$ cat src/rtl/stream_arb_2x1.sv
// -----------------------------------------------------------------------------
// stream_arb_2x1
// Two-input round-robin packet arbiter feeding a single registered output
// stage. It sits upstream of mux_2x1 and drives that mux's select.
// Once a source starts a multi-beat packet, that source keeps the grant
// until its beat flagged with last is accepted, so packets never interleave.
//
// Ports:
//   clk, rst              - clock, synchronous active-high reset
//   a_valid/a_ready/a_data/a_last - source A beat stream
//   b_valid/b_ready/b_data/b_last - source B beat stream
//   sel                   - source of the beat held in the output register
//                           (0 = A, 1 = B, same as mux_2x1 sel)
//   out_valid/out_ready/out_data/out_last - registered output beat stream
// -----------------------------------------------------------------------------
module stream_arb_2x1 #(
    parameter int WIDTH = 8
) (
    input  logic             clk,
    input  logic             rst,
    input  logic             a_valid,
    output logic             a_ready,
    input  logic [WIDTH-1:0] a_data,
    input  logic             a_last,
    input  logic             b_valid,
    output logic             b_ready,
    input  logic [WIDTH-1:0] b_data,
    input  logic             b_last,
    output logic             sel,
    output logic             out_valid,
    input  logic             out_ready,
    output logic [WIDTH-1:0] out_data,
    output logic             out_last
);

    typedef enum logic [1:0] {
        IDLE   = 2'd0,
        LOCK_A = 2'd1,
        LOCK_B = 2'd2
    } state_t;

    state_t            state_r;
    logic              prio_r;        // 0 = A wins a tie in IDLE, 1 = B
    logic              out_valid_r;
    logic [WIDTH-1:0]  out_data_r;
    logic              out_last_r;
    logic              sel_r;

    logic              pipe_ready_s;
    logic              grant_a_s;
    logic              grant_b_s;
    logic              acc_a_s;
    logic              acc_b_s;

    // The output register can take a new beat when empty or being drained.
    always_comb begin
        pipe_ready_s = !out_valid_r || out_ready;
    end

    // Grant selection: open round-robin in IDLE, exclusive while locked.
    always_comb begin
        grant_a_s = 1'b0;
        grant_b_s = 1'b0;
        case (state_r)
            IDLE: begin
                if (a_valid && b_valid) begin
                    grant_a_s = !prio_r;
                    grant_b_s = prio_r;
                end else begin
                    grant_a_s = a_valid;
                    grant_b_s = b_valid;
                end
            end
            // The locked source keeps the grant even through its own bubbles.
            LOCK_A: begin
                grant_a_s = 1'b1;
                grant_b_s = 1'b0;
            end
            LOCK_B: begin
                grant_a_s = 1'b0;
                grant_b_s = 1'b1;
            end
            default: begin
                grant_a_s = 1'b0;
                grant_b_s = 1'b0;
            end
        endcase
    end

    // Readies and accepted-beat strobes.
    always_comb begin
        a_ready = grant_a_s && pipe_ready_s;
        b_ready = grant_b_s && pipe_ready_s;
        acc_a_s = a_valid && a_ready;
        acc_b_s = b_valid && b_ready;
    end

    // Output register, packet lock state and round-robin priority.
    always_ff @(posedge clk) begin
        if (rst) begin
            out_valid_r <= 1'b0;
            out_data_r  <= {WIDTH{1'b0}};
            out_last_r  <= 1'b0;
            sel_r       <= 1'b0;
            state_r     <= IDLE;
            prio_r      <= 1'b0;
        end else begin
            if (pipe_ready_s) begin
                if (acc_a_s) begin
                    out_valid_r <= 1'b1;
                    out_data_r  <= a_data;
                    out_last_r  <= a_last;
                    sel_r       <= 1'b0;
                end else if (acc_b_s) begin
                    out_valid_r <= 1'b1;
                    out_data_r  <= b_data;
                    out_last_r  <= b_last;
                    sel_r       <= 1'b1;
                end else begin
                    out_valid_r <= 1'b0;
                end
            end
            case (state_r)
                IDLE: begin
                    if (acc_a_s) begin
                        if (a_last) begin
                            prio_r <= 1'b1;
                        end else begin
                            state_r <= LOCK_A;
                        end
                    end else if (acc_b_s) begin
                        if (b_last) begin
                            prio_r <= 1'b0;
                        end else begin
                            state_r <= LOCK_B;
                        end
                    end
                end
                LOCK_A: begin
                    if (acc_a_s && a_last) begin
                        state_r <= IDLE;
                        prio_r  <= 1'b1;
                    end
                end
                LOCK_B: begin
                    if (acc_b_s && b_last) begin
                        state_r <= IDLE;
                        prio_r  <= 1'b0;
                    end
                end
                // Unreachable encoding: fall back to a safe idle state.
                default: begin
                    state_r <= IDLE;
                end
            endcase
        end
    end

    assign out_valid = out_valid_r;
    assign out_data  = out_data_r;
    assign out_last  = out_last_r;
    assign sel       = sel_r;

endmodule
$ cat config.mk
export PLATFORM = sky130hd
export DESIGN_NAME = stream_arb_2x1
export DESIGN_NICKNAME = d
export VERILOG_FILES = /design/src/rtl/stream_arb_2x1.sv
export SDC_FILE = /design/constraint.sdc
export NUM_CORES = 1
export LEC_CHECK = 0
export BUFFER_PORTS_ARGS = -buffer_cell sky130_fd_sc_hd__buf_2
export CORE_MARGIN = 10
export CORE_UTILIZATION = 40
export CTS_BUF_LIST = sky130_fd_sc_hd__clkbuf_8
export DETAILED_ROUTE_END_ITERATION = 7
export PLACE_DENSITY = 0.7
export SYNTH_ARGS = -nofsm -noshare
export SYNTH_HDL_FRONTEND = slang
export SYNTH_SLANG_ARGS = --single-unit
$ cat constraint.sdc
create_clock -name clk -period 2.25 [get_ports clk]
set_input_delay 0.225 -clock clk [delete_from_list [all_inputs] [get_ports clk]]
set_output_delay 0.225 -clock clk [all_outputs]
set_load 0.05 [all_outputs]
==> impl_metrics.tcl <==
set metrics [dict create \
    insertedDiodeCount 0 \
    postSynthAreaPerCell_um2 9.08 \
    ioPinCount 36 \
    final_max_slew_viol_count 0 \
    hold_viol 0 \
    cts_buffers 3 \
    clk_path_buf_depth 2 \
    fp.dieArea_um2 4320 \
    htreeDepth 1 \
    leakage_nw 0.503 \
    rows 16 \
    clkLatencyLatePin_ps 240 \
    pre_cts_ws_ps 222 \
    crit_chain "inv_1 > ha_1 > a21boi_0 > o211a_1 > mux2i_1 > a211oi_1" \
    initial_utilization_pct 42.2 \
    setup_violations 0 \
    critPathSlowestCell "o211a_1" \
    gp_congestion 0.908 \
    ant_nets 0 \
    crit_path_start_kind "flop" \
    crit_required_ps 2410 \
    tightest_slew_ps 480 \
    crit_type "reg -> reg" \
    port_buffers 35 \
    antenna_found_initial 0 \
    gr-usage-all-layers_pct 10.5 \
    p_per_area_nw_per_um2 1050 \
    hold_path_class "in -> reg" \
    synth_nets 119 \
    maxCapViolCount 0 \
    ys_ff_latch 14 \
    slew_headroom_pct 68.0 \
    routedWlPerCell_um 13.8 \
    route.detailed.drc 0 \
    postSynthCellCount 92 \
    cts_tree "built" \
    die_w_um 65.7 \
    max_freq_ghz 0.493 \
    grt_max_degree 20 \
    drive_gt1_share_pct 36.4 \
    first_pass_iters 4 \
    fin_worst_skew_ps 1.58 \
    layout.nets 157 \
    setup_tns_ps 0 \
    cts.sinks 14 \
    synth-seq-area-share_pct 33.5 \
    crit_fanout 10 \
    coreArea_um2 1980 \
    grt_overflow 0 \
    totalWireLength_um 2150 \
    grt_pass1_wl_um 3730 \
    vias_per_cell 5.03 \
    fp.dieH_um 65.7 \
    rsz0062_at_grt "false" \
    fin_ws_ps 221 \
    syn_to_final_growth_pct 29.8 \
    cts_setup_buffers 0 \
    drt_iter0_drc 21 \
    status "finished, final reports clean" \
    grt_pass1_vias 816 \
    post-route-period-util_pct 90.2 \
    vias 784 \
    yosys_warnings 0 \
    critical_path_arrival_ps 2180 \
    min_period_ps 2030 \
    synth_area_um2 836 \
    dp_hpwl_um 1670 \
    peakVddDrop_uv 541 \
    cts_root_buffer "clkbuf_8" \
    cp_slowest_stage_delay_ps 490 \
    critPathCaptureType "flop" \
    clk_pin_slew_ps 60 \
    ys_types 29 \
]
-- path summary, 6_finish.rpt --
kind	from	end	slack [ps]	cells past startpoint
hold reg to reg	sel$_SDFFE_PP0P_	sel$_SDFFE_PP0P_	490	2
setup reg to reg	state_r[0]$_SDFFE_PP0P_	out_data[3]$_SDFFE_PP0P_	220	6
hold / removal	a_data[0]	out_data[0]$_SDFFE_PP0P_	270	3
setup / recovery	state_r[0]$_SDFFE_PP0P_	out_data[3]$_SDFFE_PP0P_	220	6
-- synth_stat cells --
cell      count  area (µm²)
a211oi_2      1        12.5
nand2b_1      1        6.26
nor2b_1       1        6.26
a311oi_4      1        26.3
o21a_1        1        7.51
a211oi_1      9        67.6
a21oi_1       5        25.0
mux2i_1      10         100
a31oi_1       2        12.5
ha_1          4        50.1
a21boi_0      2        15.0
buf_6         1        11.3
clkbuf_1      1        3.75
nand3_1       2        10.0
a221o_1       1        10.0
or2b_2        1        8.76
buf_4         2        15.0
nor2_1       14        52.6
mux2_1        1        11.3
a221oi_1      1        8.76
o211ai_2      1        12.5
o211a_1       1        10.0
a311oi_1      1        8.76
dfxtp_1      14         280
inv_2         2        7.51
o21ai_0       2        10.0
inv_1         6        22.5
nand4b_1      1        8.76
nor3_1        3        15.0
-- metrics by stage --
step | instance area [µm²] | hold WS, ps | total power [mW] | utilization (%) | instances
floorplan | 836 | 297 | 0.785 | - | 92
global placement | 1030 | 475 | 0.896 | 52.0 | 152
detailed placement | 1030 | 482 | 0.903 | 52.0 | 152
CTS | 1080 | 264 | 1.15 | 54.7 | 156
global route | 1080 | 274 | 1.22 | 54.7 | 156
finish | 1080 | 268 | 1.14 | 54.7 | 156
-- flip-flops by register name, summed over array words and instances (netlist names) --
register / flops
out_data: 8
prio_r: 1
state_r: 2
sel: 1
out_valid: 1
out_last: 1
-- kinds of logic (layout without fill, tap and decap cells) --
family	Yosys count	after routing	share of synthesized area [%]
adder cells (fa/ha/maj)	4	4	5.99
flip-flops	14	14	33.5
buffers and inverters	12	49	7.18
AND/OR/NAND/NOR	23	23	12.9
AO/OA/AOI/OAI	28	28	27.1
multiplexers	11	11	13.3
-- layout make-up --
type,count,area [µm²]
clock buffers,4,55.1
inverters,8,30.0
repair buffers,37,190
flip-flops and latches,14,280
well taps,27,33.8
multi-input cells,66,495
fillers,190,897
-- worst max-delay path, delay by kind of cell, from the launching register on --
family | cells | cell delay (ps)
compound gates | 3 | 1030
fa+ha+maj | 1 | 330
buf+inv | 1 | 100
flops | 1 | 340
mux | 1 | 140
-- what timing repair did --
action	CTS	global route
setup endpoints to repair	0	1
hold buffers	0	0
gates resized for setup	0	1
-- cells in the final DEF, fill, tap and decap left out, drive strengths merged, types with 3 or more instances in the layout --
master  instances
buf            37
nor2           14
dfxtp          14
mux2i          10
a211oi         10
inv             8
a21oi           5
ha              4
clkbuf          4
nor3            3
-- where the power goes --
part	leakage (nW)	internal [mW]	switching, mW	total [mW]
sequential	0.116	0.301	0.0320	0.333
combinational	0.359	0.186	0.379	0.565
clock	0.0288	0.155	0.0873	0.242
total	0.503	0.642	0.498	1.14
-- metal layers --
metal | GRT usage (%) | vias to the layer above | share of wire [%]
li1 | - | 410 | -
met1 | 13.0 | 337 | 48
met2 | 15.0 | 35 | 40
met3 | 5.25 | 2 | 11
met4 | 4.01 | 0 | 0.88
met5 | 0 | - | 0
(Power assumes the default switching activity.)
